$ cat src/rtl/hs_pkg.sv
// rtl/hs_pkg.sv - shared state codes and default sizes for the handshake receive stage
package hs_pkg;

    typedef enum logic [1:0] {
        IDLE = 2'b00,
        ACK  = 2'b01,
        WAIT = 2'b10
    } hs_state_t;

    localparam int HS_DATA_W_DEF = 4;
    localparam int HS_DEPTH_DEF  = 4;

endpackage

$ cat src/rtl/hs_sync_fifo.sv
// rtl/hs_sync_fifo.sv - single-clock FIFO with occupancy count; DEPTH must be a power of two >= 2
module hs_sync_fifo #(
    parameter int DATA_W = 4,
    parameter int DEPTH  = 4
) (
    input  logic                     clk,
    input  logic                     rst,
    input  logic                     push_i,
    input  logic [DATA_W-1:0]        data_i,
    input  logic                     pop_i,
    output logic [DATA_W-1:0]        data_o,
    output logic                     valid_o,
    output logic                     full_o,
    output logic [$clog2(DEPTH):0]   count_o
);

    localparam int AW = $clog2(DEPTH);
    localparam int CW = AW + 1;
    localparam logic [CW-1:0] FULL_CNT = CW'(DEPTH);

    logic [DATA_W-1:0] mem_q [DEPTH];
    logic [AW-1:0]     wr_ptr_q, wr_ptr_d;
    logic [AW-1:0]     rd_ptr_q, rd_ptr_d;
    logic [CW-1:0]     count_q, count_d;
    logic              empty, do_push, do_pop;

    assign empty   = (count_q == '0);
    assign full_o  = (count_q == FULL_CNT);
    assign do_push = push_i && !full_o;
    assign do_pop  = pop_i && !empty;

    always_comb begin
        wr_ptr_d = wr_ptr_q;
        rd_ptr_d = rd_ptr_q;
        count_d  = count_q;
        if (do_push) wr_ptr_d = wr_ptr_q + AW'(1);
        if (do_pop)  rd_ptr_d = rd_ptr_q + AW'(1);
        case ({do_push, do_pop})
            2'b10:   count_d = count_q + CW'(1);
            2'b01:   count_d = count_q - CW'(1);
            default: count_d = count_q;
        endcase
    end

    always_ff @(posedge clk) begin
        if (rst) begin
            wr_ptr_q <= '0;
            rd_ptr_q <= '0;
            count_q  <= '0;
        end else begin
            wr_ptr_q <= wr_ptr_d;
            rd_ptr_q <= rd_ptr_d;
            count_q  <= count_d;
        end
    end

    // Storage is not reset; the empty gate on data_o hides stale entries.
    always_ff @(posedge clk) begin
        if (do_push) mem_q[wr_ptr_q] <= data_i;
    end

    assign data_o  = empty ? '0 : mem_q[rd_ptr_q];
    assign valid_o = !empty;
    assign count_o = count_q;

endmodule

$ cat src/rtl/hs_rx_fifo.sv
// rtl/hs_rx_fifo.sv - 4-phase send/ack receiver feeding a FIFO; HS_SYNC_EN adds a 2-flop send synchronizer
module hs_rx_fifo
    import hs_pkg::*;
#(
    parameter int DATA_W = HS_DATA_W_DEF,
    parameter int DEPTH  = HS_DEPTH_DEF
) (
    input  logic                     clk,
    input  logic                     rst,
    input  logic                     send_i,
    input  logic [DATA_W-1:0]        dados_i,
    output logic                     ack_o,
    output logic [DATA_W-1:0]        out_data_o,
    output logic                     out_valid_o,
    input  logic                     out_ready_i,
    output logic [$clog2(DEPTH):0]   count_o,
    output logic [1:0]               estado_o
);

    hs_state_t state_q, state_d;
    logic      ack_q;
    logic      send_s;
    logic      push;
    logic      full;

`ifdef HS_SYNC_EN
    logic [1:0] sync_q;

    always_ff @(posedge clk) begin
        if (rst) sync_q <= 2'b00;
        else     sync_q <= {sync_q[0], send_i};
    end

    assign send_s = sync_q[1];
`else
    assign send_s = send_i;
`endif

    // The full check uses the registered count, so a pop on the same edge defers the write via WAIT.
    always_comb begin
        state_d = state_q;
        push    = 1'b0;
        case (state_q)
            IDLE: begin
                if (send_s && !full) begin
                    push    = 1'b1;
                    state_d = ACK;
                end else if (send_s) begin
                    state_d = WAIT;
                end
            end
            ACK: begin
                if (!send_s) state_d = IDLE;
            end
            WAIT: begin
                if (!send_s) begin
                    state_d = IDLE;
                end else if (!full) begin
                    push    = 1'b1;
                    state_d = ACK;
                end
            end
            default: state_d = IDLE;
        endcase
    end

    always_ff @(posedge clk) begin
        if (rst) begin
            state_q <= IDLE;
            ack_q   <= 1'b0;
        end else begin
            state_q <= state_d;
            ack_q   <= (state_d == ACK);
        end
    end

    hs_sync_fifo #(
        .DATA_W (DATA_W),
        .DEPTH  (DEPTH)
    ) u_fifo (
        .clk     (clk),
        .rst     (rst),
        .push_i  (push),
        .data_i  (dados_i),
        .pop_i   (out_ready_i),
        .data_o  (out_data_o),
        .valid_o (out_valid_o),
        .full_o  (full),
        .count_o (count_o)
    );

    assign ack_o    = ack_q;
    assign estado_o = state_q;

endmodule

$ cat config.mk
export PLATFORM = sky130hd
export DESIGN_NAME = hs_rx_fifo
export DESIGN_NICKNAME = d
export VERILOG_FILES = /design/src/rtl/hs_pkg.sv /design/src/rtl/hs_sync_fifo.sv /design/src/rtl/hs_rx_fifo.sv
export SDC_FILE = /design/constraint.sdc
export NUM_CORES = 1
export LEC_CHECK = 0
export BUFFER_PORTS_ARGS = -buffer_cell sky130_fd_sc_hd__buf_2
export CORE_ASPECT_RATIO = 1.1
export CORE_MARGIN = 3
export CORE_UTILIZATION = 51
export CTS_BUF_LIST = sky130_fd_sc_hd__clkbuf_4
export CTS_CLUSTER_DIAMETER = 120
export DETAILED_ROUTE_END_ITERATION = 8
export GPL_TIMING_DRIVEN = 1
export PLACE_DENSITY = 0.76
export RECOVER_POWER = 100
export SLEW_MARGIN = 40
export SYNTH_ARGS = -nofsm -noshare
export SYNTH_HDL_FRONTEND = slang
export SYNTH_HIERARCHICAL = 1
export SYNTH_SLANG_ARGS = --single-unit
export TNS_END_PERCENT = 5
$ cat constraint.sdc
create_clock -name clk -period 2.5 [get_ports clk]
set_clock_uncertainty 0.2 [all_clocks]
set_input_delay 0.5 -clock clk [delete_from_list [all_inputs] [get_ports clk]]
set_output_delay 0.5 -clock clk [all_outputs]
set_load 0.03 [all_outputs]
==> Word level (Yosys, flattened, before mapping) <==
Memory sizes are Yosys's and may differ from the RTL's. A register that Yosys moved wholly into a read port is not among the register bits.
Index checks and enable logic that the tools add are counted.
{ "word_totals": {"regBits": 10, "ramBits": 16, "in_bits": 8, "output_inout_bits": 11, "word_cells": 40, "memories": 1} }
{ "mem_list": {"columns": ["name", "words", "width", "rd", "rd_clocked_by_memory_dff", "wr", "line_no", "text"], "rows": [
  ["u_fifo.mem_q", 4, 4, 1, 1, 1, "hs_sync_fifo.sv:21", "logic [DATA_W-1:0] mem_q [DEPTH];"]
]} }
{ "classes": {"add_sub_neg": 4, "eq_ne": 6, "muxes": 16, "reduce_logical": 8} }
{ "op_table": {"columns": ["op", "count"], "rows": [
  ["$mux W2", 7],
  ["$eq A2 B1 Y1 const B", 3],
  ["$pmux W2 S3", 1],
  ["$pmux W3 S2", 1],
  ["$mux W1", 5],
  ["$add A2 B1 Y2 const B", 2],
  ["$eq A2 B2 Y1 const B", 2],
  ["$mux W4", 1],
  ["$add A3 B1 Y3 const B", 1],
  ["$eq A3 B3 Y1 const B", 1],
  ["$logic_and A1 B1 Y1", 3],
  ["$logic_not A3 Y1", 1],
  ["$sub A3 B1 Y3 const B", 1],
  ["$logic_not A1 Y1", 2],
  ["$logic_not A2 Y1", 1],
  ["$pmux W1 S2", 1],
  ["$reduce_bool A2 Y1", 1]
]} }

==> Depth between registers and ports, before layout <==
Gate-level depths: netlist of run 1.
{ "depth": {"depth_word": 8, "depth_mapped": 11, "mapped_depth_nobuf": 11} }

==> Cells and area by module <==
Netlist of run 1, hierarchy kept.
{ "modules_own_cells": {"columns": ["mod", "instances", "cells_per_inst", "area_each_um2", "seq_area_each_um2"], "rows": [
  ["hs_sync_fifo", 1, 79, 1079.8, 660.6],
  ["hs_rx_fifo", 1, 8, 110.1, 60.1]
]} }

==> Worst setup path before layout of run 1 <==
OpenSTA, ideal clock, no wires.
{ "synth_timing": {"path_kind": "reg-to-reg", "startpoint": "register u_fifo.count_q[2] (netlist: u_fifo/count_o[2])", "endpoint": "register u_fifo.count_q[2] (netlist: u_fifo/count_o[2])", "t_arrival_ps": 2332, "path_slack_ps": -102, "stages_incl_launch_ff": 12, "n_path_buf": 0, "path_cell_list": "dfxtp_1 nor3b_2 nor3b_1 inv_1 nor2_1 inv_1 ha_1 inv_1 fa_1 xor2_1 or3_1 a21oi_1"} }
{ "synth_via": {"elab_chain_len": 8} }
{ "synth_lines": {"columns": ["element", "line_no", "text"], "rows": [
  ["start: declaration", "hs_sync_fifo.sv:24", "logic [CW-1:0] count_q, count_d;"],
  ["start signal: assignment", "hs_sync_fifo.sv:53", "count_q <= count_d;"],
  ["$eq A3 B3 Y1 *", "hs_sync_fifo.sv:28", "assign full_o = (count_q == FULL_CNT);"],
  ["via full", "hs_rx_fifo.sv:24", "logic full;"],
  ["$logic_not A1 Y1", "hs_rx_fifo.sv:45", "if (send_s && !full) begin"],
  ["$logic_and A1 B1 Y1", "hs_rx_fifo.sv:45", null],
  ["$mux W1", "hs_rx_fifo.sv:45", null],
  ["$pmux W1 S2 *", "hs_rx_fifo.sv:43", "case (state_q)"],
  ["via push", "hs_rx_fifo.sv:23", "logic push;"],
  ["$logic_and A1 B1 Y1 *", "hs_sync_fifo.sv:29", "assign do_push = push_i && !full_o;"],
  ["$eq A2 B1 Y1 or $eq A2 B2 Y1 (tied branches)", "hs_sync_fifo.sv:38", "case ({do_push, do_pop})"],
  ["$pmux W3 S2 or $reduce_bool A2 Y1 (tied branches)", null, null]
]} }
The timed path passes the listed nets; every way through them passes the cells marked *.
A chain may end at the register's enable or synchronous reset.

==> results of run 1 <==
[layout make-up]
| class | count | area, um2 |
|---|---|---|
| sequential | 28 | 724.4 |
| tap | 28 | 35.03 |
| multi-input combinational | 49 | 434.2 |
| clock inverter | 1 | 3.754 |
| timing repair buffer | 23 | 107.6 |
| inverter | 9 | 33.78 |
| clock buffer | 3 | 22.52 |
| fill | 177 | 744.5 |
[report_power, final]
group          switching [mW]  internal, mW
Combinational           0.389         0.238
Sequential             0.0581         0.568
Clock                   0.123        0.0585
[final timing paths]
| path | start | to | slack [ns] | cells after the start |
|---|---|---|---|---|
| worst max-delay path | flip-flop | out_data_o[3] | 0.20 | 3 |
| worst min-delay path | dados_i[2] | u_fifo/mem_q[2][2] | 0.23 | 1 |
| worst max register to register | u_fifo/count_o[0] | u_fifo/count_o[2] | 0.21 | 11 |
| worst min register to register | u_fifo/rd_ptr_q[1] | u_fifo/rd_ptr_q[1] | 0.31 | 2 |
[per-layer routing]
layer / track usage, % / up-vias / share of wire, %
met5: 0 / - / 0
met4: 6.742 / 0 / 0
li1: - / 357 / -
met1: 21.57 / 352 / 47
met2: 23.52 / 16 / 48
met3: 2.387 / 0 / 4.6
[per-stage QoR]
stage               area, um2  power [mW]  util [%]  setup WS (ns)
finish                   1361       1.436     64.65         0.1960
global route             1361       1.559     64.65        0.02221
CTS                      1369       1.453     65.00        0.04718
detailed placement       1343       1.273     63.76        0.07770
global placement         1343       1.263     63.76         0.1038
floorplan                1191       1.088         -        0.01317
[placed cells by master (no fill, tap or decap), types with 4 or more instances in the layout]
| master | synthesis | layout |
|---|---|---|
| dfxtp_1 | 12 | 9 |
| and2_0 | 0 | 4 |
| a21oi_1 | 4 | 4 |
| nor2_1 | 6 | 6 |
| clkbuf_2 | 0 | 5 |
| clkbuf_1 | 0 | 12 |
| ha_1 | 5 | 5 |
| nor2b_1 | 4 | 4 |
| inv_1 | 9 | 9 |
| edfxtp_1 | 16 | 16 |
| mux4_2 | 4 | 4 |
[worst max-delay path, delay by kind of cell, from the launching register on]
| family | cells | cell delay, ns |
|---|---|---|
| multiplexers | 1 | 0.52 |
| flip-flops | 1 | 0.43 |
| buffers and inverters | 1 | 0.19 |
| AND/OR/NAND/NOR | 1 | 0.14 |
[cell families after synthesis]
kind of cell               count (synthesis)  synth area share (%)
adders and majority gates                  6                 6.940
and+or+nand+nor                           26                 13.88
buffers and inverters                     10                 3.154
muxes                                      6                 9.674
xor gates and xnor gates                   3                 2.209
DFF                                       28                 60.57
AOI/OAI and AO/OA                          8                 3.575
[flip-flops by register name, summed over array words and instances, names as in the netlist, named ones only]
name and cells:
u_fifo/count_o 3, ack_o 1, u_fifo/wr_ptr_q 2, estado_o 2, u_fifo/mem_q 16, u_fifo/rd_ptr_q 2
[Yosys cell counts]
| library cell | number | share of area, % |
|---|---|---|
| nor2b_1 | 4 | 2.1 |
| edfxtp_1 | 16 | 40 |
| nor3_2 | 1 | 0.84 |
| and4bb_2 | 1 | 1.1 |
| nor2_1 | 6 | 1.9 |
| a21oi_1 | 4 | 1.7 |
| nor3b_1 | 3 | 1.9 |
| o21ai_0 | 3 | 1.3 |
| xor2_1 | 3 | 2.2 |
| mux2_4 | 1 | 1.3 |
| ha_1 | 5 | 5.3 |
| mux2i_1 | 1 | 0.84 |
| nor3b_2 | 1 | 1.1 |
| dfxtp_1 | 12 | 20 |
| inv_1 | 9 | 2.8 |
| and2_1 | 4 | 2.1 |
| nand2b_1 | 2 | 1.1 |
| buf_1 | 1 | 0.32 |
| mux4_2 | 4 | 7.6 |
| o31ai_1 | 1 | 0.63 |
| nand2_1 | 1 | 0.32 |
| or3_1 | 3 | 1.6 |
| fa_1 | 1 | 1.7 |
[timing repair]
action / CTS / global route
resized for setup: 0 / 4
endpoints found under the setup margin: 0 / 5
buffers inserted: 0 / 1
==> results.ini, run 1 <==
[final_layout]
layout-drive-gt1-share_pct = 21.24
syn2layout_area_growth_pct = 14.41
fin_cells = 141
diodes = 0
finalNetCount = 128

[sta]
period_share_pct = 92.16
rsz0062_at_grt = false
hold_viol_final = 0
relSlewSlack_pct = 70.62
fin_hold_ws_ns = 0.2283
slew_violations = 0
setup_violations = 0
tns_ns = 0
fmax_mhz = 434.0
tightest_slew_ns = 0.4383
period_minus_slack_ns = 2.304

[cts]
cts_tree = built
cts_root_buf = clkbuf_4
clock_path_buffers = 2
htreeDepth = 1
clk_pin_slew_ns = 0.14
clock-sinks = 28
numCtsBuffers = 3
ctsHoldBuffers = 0
clk_latency_ns = 0.32

[worst_setup_path]
worstPathArrival_ns = 1.60
path_cells = mux4_2 -> nor2b_1 -> clkbuf_2
critPathRequiredTime_ns = 1.80
start_kind = flip-flop
critPathCaptureType = output port
cp_max_fo = 4
max_stage_delay_ns = 0.52
crit_type = reg2out
cp_slowest_cell = mux4_2

[floorplanning]
fp.dieArea_um2 = 2949
die_y_um = 56.66
core_area_um2 = 2106
placementRows = 17
die_width_um = 52.06
start_util_pct = 56.51
ioPinCount = 19

[power_and_ir_drop]
peakVddDrop_uv = 550.1
power.density_nw_per_um2 = 1055
p_leak_nw = 0.5050

[synth]
synthCells = 87
synth-seq-cells = 28
yosysUniqueCellTypes = 23
synthesis.nets = 101
avgSynthCellArea_um2 = 13.68
yosys_warnings = 6
syn-cell-area_um2 = 1190
ys_seq_area_share_pct = 60.57

[placement]
dpl.hpwl_um = 1372
place.port_buffers = 18
gp_congestion = 0.7033
dp_cells = 136

[grt]
antenna_found_initial = 0
grt_pass1_wl_um = 3318
grt_remaining_overflow = 0
grt_pass1_vias = 751
grt_max_degree = 16
grtUsageTotal_pct = 15.41

[job]
max_cap_violations = 0

[detailed_routing]
routed_wl_um = 1823
ant_nets = 0
drt-pass1-iter-count = 4
wl_per_cell_um = 12.93
dr_total_vias = 725
drt-vias-per-instance = 5.142
drc = 0
first_iter_violations = 16

[run_status]
run_status = complete, no violations

[worst_hold_path]
hold_class = in2reg

(Power assumes the default switching activity.)
==> run 2, diff against run 1 <==
--- a/config.mk
+++ b/config.mk
@@ -5,6 +5,7 @@
 export SDC_FILE = /design/constraint.sdc
 export NUM_CORES = 1
 export LEC_CHECK = 0
+export ABC_AREA = 1
 export BUFFER_PORTS_ARGS = -buffer_cell sky130_fd_sc_hd__buf_2
 export CORE_ASPECT_RATIO = 1.1
 export CORE_MARGIN = 3
@@ -13,7 +14,7 @@
 export CTS_CLUSTER_DIAMETER = 120
 export DETAILED_ROUTE_END_ITERATION = 8
 export GPL_TIMING_DRIVEN = 1
-export PLACE_DENSITY = 0.76
+export PLACE_DENSITY = 0.84
 export RECOVER_POWER = 100
 export SLEW_MARGIN = 40
 export SYNTH_ARGS = -nofsm -noshare
==> run 2 against run 1 <==
Count of clock-buffer cells in the layout unchanged. Area after synthesis increased by 3.0%. First-iteration DRC count increased by 13%. Global-route usage increased by 0.63 points. Non-clock buffer count decreased by 5. Register-to-register slack about the same. Sequential share of layout area about the same. Sequential power increased by 0.6%. Critical endpoint is now u_fifo/count_o[2]. Largest power group is now registers.
==> results.ini, run 2 <==
[worst_setup_path]
path_buf_inv = 5  ; +4
critPathRequiredTime_ns = 2.53  ; +0.73 ns
max_stage_delay_ns = 0.39  ; -0.13 ns
crit_family = simple AND/OR/NAND/NOR gates
path_cells = nor2_4 -> nand2_2 -> inv_1 -> inv_1 -> nand3_1 -> inv_2 -> nand2_4 -> ha_1 -> inv_1 -> fa_1 -> inv_1 -> nand2_1 -> nand3_1 -> nand2_1 -> nand2_1 -> nor2_1
r2r-start = u_fifo/count_o[1]
crit_top_cell = inv_1
worstPathArrival_ns = 2.33  ; +0.73 ns
start_kind = flip-flop
cp_max_fo = 7  ; +3
cp_slowest_cell = fa_1
crit_type = reg2reg
critPathCaptureType = flip-flop
crit_start = u_fifo/count_o[1]

[final_layout]
diodes = 0  ; unchanged
syn2layout_area_growth_pct = 10.71
final_core_util_pct = 59.68  ; -5.0 points
final_common_cell = nor2_1
final_cell_mix = nor2_1, inv_1, edfxtp_1
largest_reg_flops = 16  ; unchanged
top_register = u_fifo/mem_q
finalNetCount = 166  ; +30%
layout-drive-gt1-share_pct = 9.934  ; -11 points

[synth]
yosys_warnings = 6  ; unchanged
synth_top_area_share_pct = 39.18  ; -1.2 points
synthesis.nets = 144  ; +43%
synthFlopType = edfxtp_1
syn-cell-area_um2 = 1226  ; +3.0%
yosysTopAreaCell = edfxtp_1
ys_seq_area_share_pct = 58.78  ; -1.8 points
synth-edff-count = 16  ; unchanged
synth_common_cells = nor2_1, inv_1, edfxtp_1
synth_area_leaders = edfxtp_1, dfxtp_1, nor2_1
avgSynthCellArea_um2 = 9.432  ; -31%
async_reset_ff_share_pct = 0  ; unchanged
yosysUniqueCellTypes = 16  ; -30%
synth-seq-cells = 28  ; unchanged
yosysMostFrequentCell = nor2_1
synthCells = 130  ; +49%

[worst_hold_path]
hold_class = in2reg
worstHoldStart = send_i

[cts]
cts.repair.resized = 0  ; unchanged
clk_pin_slew_ns = 0.14  ; about the same
clock-sinks = 28  ; unchanged
htreeDepth = 1  ; unchanged
cts_tree = built
clock_path_buffers = 2  ; unchanged
numCtsBuffers = 3  ; unchanged
clk_latency_ns = 0.31  ; about the same
cts_setup_buffers = 0  ; unchanged
ctsHoldBuffers = 0  ; unchanged
cts_root_buf = clkbuf_4

[power_and_ir_drop]
peakVddDrop_uv = 629.8  ; +14%
p_leak_nw = 0.5503  ; +9.0%
power.density_nw_per_um2 = 1052  ; -0.27%

[sta]
period_minus_slack_ns = 2.299  ; -0.005203 ns
fmax_mhz = 435.0  ; +0.23%
worst_slack_ns = 0.2012  ; +0.005203 ns
setup_violations = 0  ; unchanged
relSlewSlack_pct = 72.87  ; +2.2 points
hold_viol_final = 0  ; unchanged
period_share_pct = 91.95  ; -0.21 points
fin_hold_ws_ns = 0.2348  ; +0.006535 ns
slew_violations = 0  ; unchanged
tightest_slew_ns = 0.4055  ; -0.03276 ns
rsz0062_at_grt = false
tns_ns = 0  ; unchanged

[detailed_routing]
routed_wl_um = 2128  ; +17%
drt-vias-per-instance = 4.801  ; -6.6%
drc = 0  ; unchanged
dr_total_vias = 869  ; +20%
wl_per_cell_um = 11.76  ; -9.1%
drt-pass1-iter-count = 4  ; unchanged
ant_nets = 0  ; unchanged
first_iter_violations = 18  ; +2

[grt]
grt_max_degree = 16  ; unchanged
grtUsageTotal_pct = 16.05  ; +0.63 points
grt_remaining_overflow = 0  ; unchanged
grt_pass1_wl_um = 3525  ; +6.2%
grt_pass1_vias = 854  ; +14%
antenna_found_initial = 0  ; unchanged

[floorplanning]
fp.dieArea_um2 = 3029  ; +2.7%
ioPinCount = 19  ; unchanged
die_y_um = 57.43  ; +1.4%
core_area_um2 = 2275  ; +8.0%
placementRows = 18  ; +1
die_width_um = 52.75  ; +1.3%
start_util_pct = 53.91  ; -2.6 points

[placement]
dp_worst_setup_slack_ns = 0.1999  ; +0.1222 ns
dpl.hpwl_um = 1686  ; +23%
place.port_buffers = 18  ; unchanged
gp_congestion = 0.8359  ; +19%

[job]
max_cap_violations = 0  ; unchanged

[run_status]
run_status = complete, no violations

-- run 2: cell count changes after synthesis, sizes merged, moves of 7 or more --
cell	change
nor2	+21
inv	+15
a21oi	+7
o21ai	+7
nand2	+14
nand3	+8
-- run 2: path summary, 6_finish.rpt --
kind                              to  slack [ns]  depth (start not counted)
setup / recovery   u_fifo/count_o[2]        0.20                         16
hold / removal           estado_o[1]        0.23                          3
setup reg to reg   u_fifo/count_o[2]        0.20                         16
hold reg to reg   u_fifo/wr_ptr_q[1]        0.31                          2
-- run 2: final cells by class --
| class | instances | area (um2) |
|---|---|---|
| clock inverter | 1 | 3.754 |
| multi-input combinational | 77 | 407.9 |
| timing repair buffer | 18 | 73.82 |
| tap | 30 | 37.54 |
| clock buffer | 3 | 22.52 |
| sequential | 28 | 721.9 |
| fill | 194 | 917.1 |
| inverter | 24 | 90.09 |
-- run 2: metal layers --
| metal | track usage (%) | vias to the layer above | share of wire [%] |
|---|---|---|---|
| li1 | - | 457 | - |
| met1 | 18.90 | 389 | 41 |
| met2 | 28.37 | 17 | 53 |
| met3 | 2.350 | 6 | 3.2 |
| met4 | 6.934 | 0 | 1.9 |
| met5 | 0 | - | 0 |
-- run 2: where the power goes --
group	switching (mW)	leakage, nW	internal [mW]
registers	0.0633	0.245	0.567
logic	0.452	0.290	0.169
clock network	0.119	0.0154	0.0583
total	0.634	0.550	0.794
-- run 2: kinds of logic (layout without fill, tap and decap cells) --
group / Yosys count / after routing / synth area share [%]
AND/OR/NAND/NOR: 50 / 50 / 18.16
flip-flops: 28 / 28 / 58.78
AO/OA/AOI/OAI: 21 / 21 / 8.571
adder cells (fa/ha/maj): 6 / 6 / 6.735
buffers and inverters: 25 / 46 / 7.754
-- run 2: through the flow --
step	instances	total power, mW	instance area, um2
floorplan	130	1.109	1226
global placement	177	1.251	1349
detailed placement	177	1.280	1349
CTS	181	1.455	1375
global route	181	1.532	1358
finish	181	1.428	1358
-- run 2: worst register-to-register path: stages (launching register included) --
cell,delay (ns)
dfxtp_2,0.37
nor2_4,0.13
nand2_2,0.10
inv_1,0.08
inv_1,0.04
nand3_1,0.13
inv_2,0.08
nand2_4,0.10
ha_1,0.18
inv_1,0.07
fa_1,0.39
inv_1,0.08
nand2_1,0.05
nand3_1,0.08
nand2_1,0.06
nand2_1,0.05
nor2_1,0.03
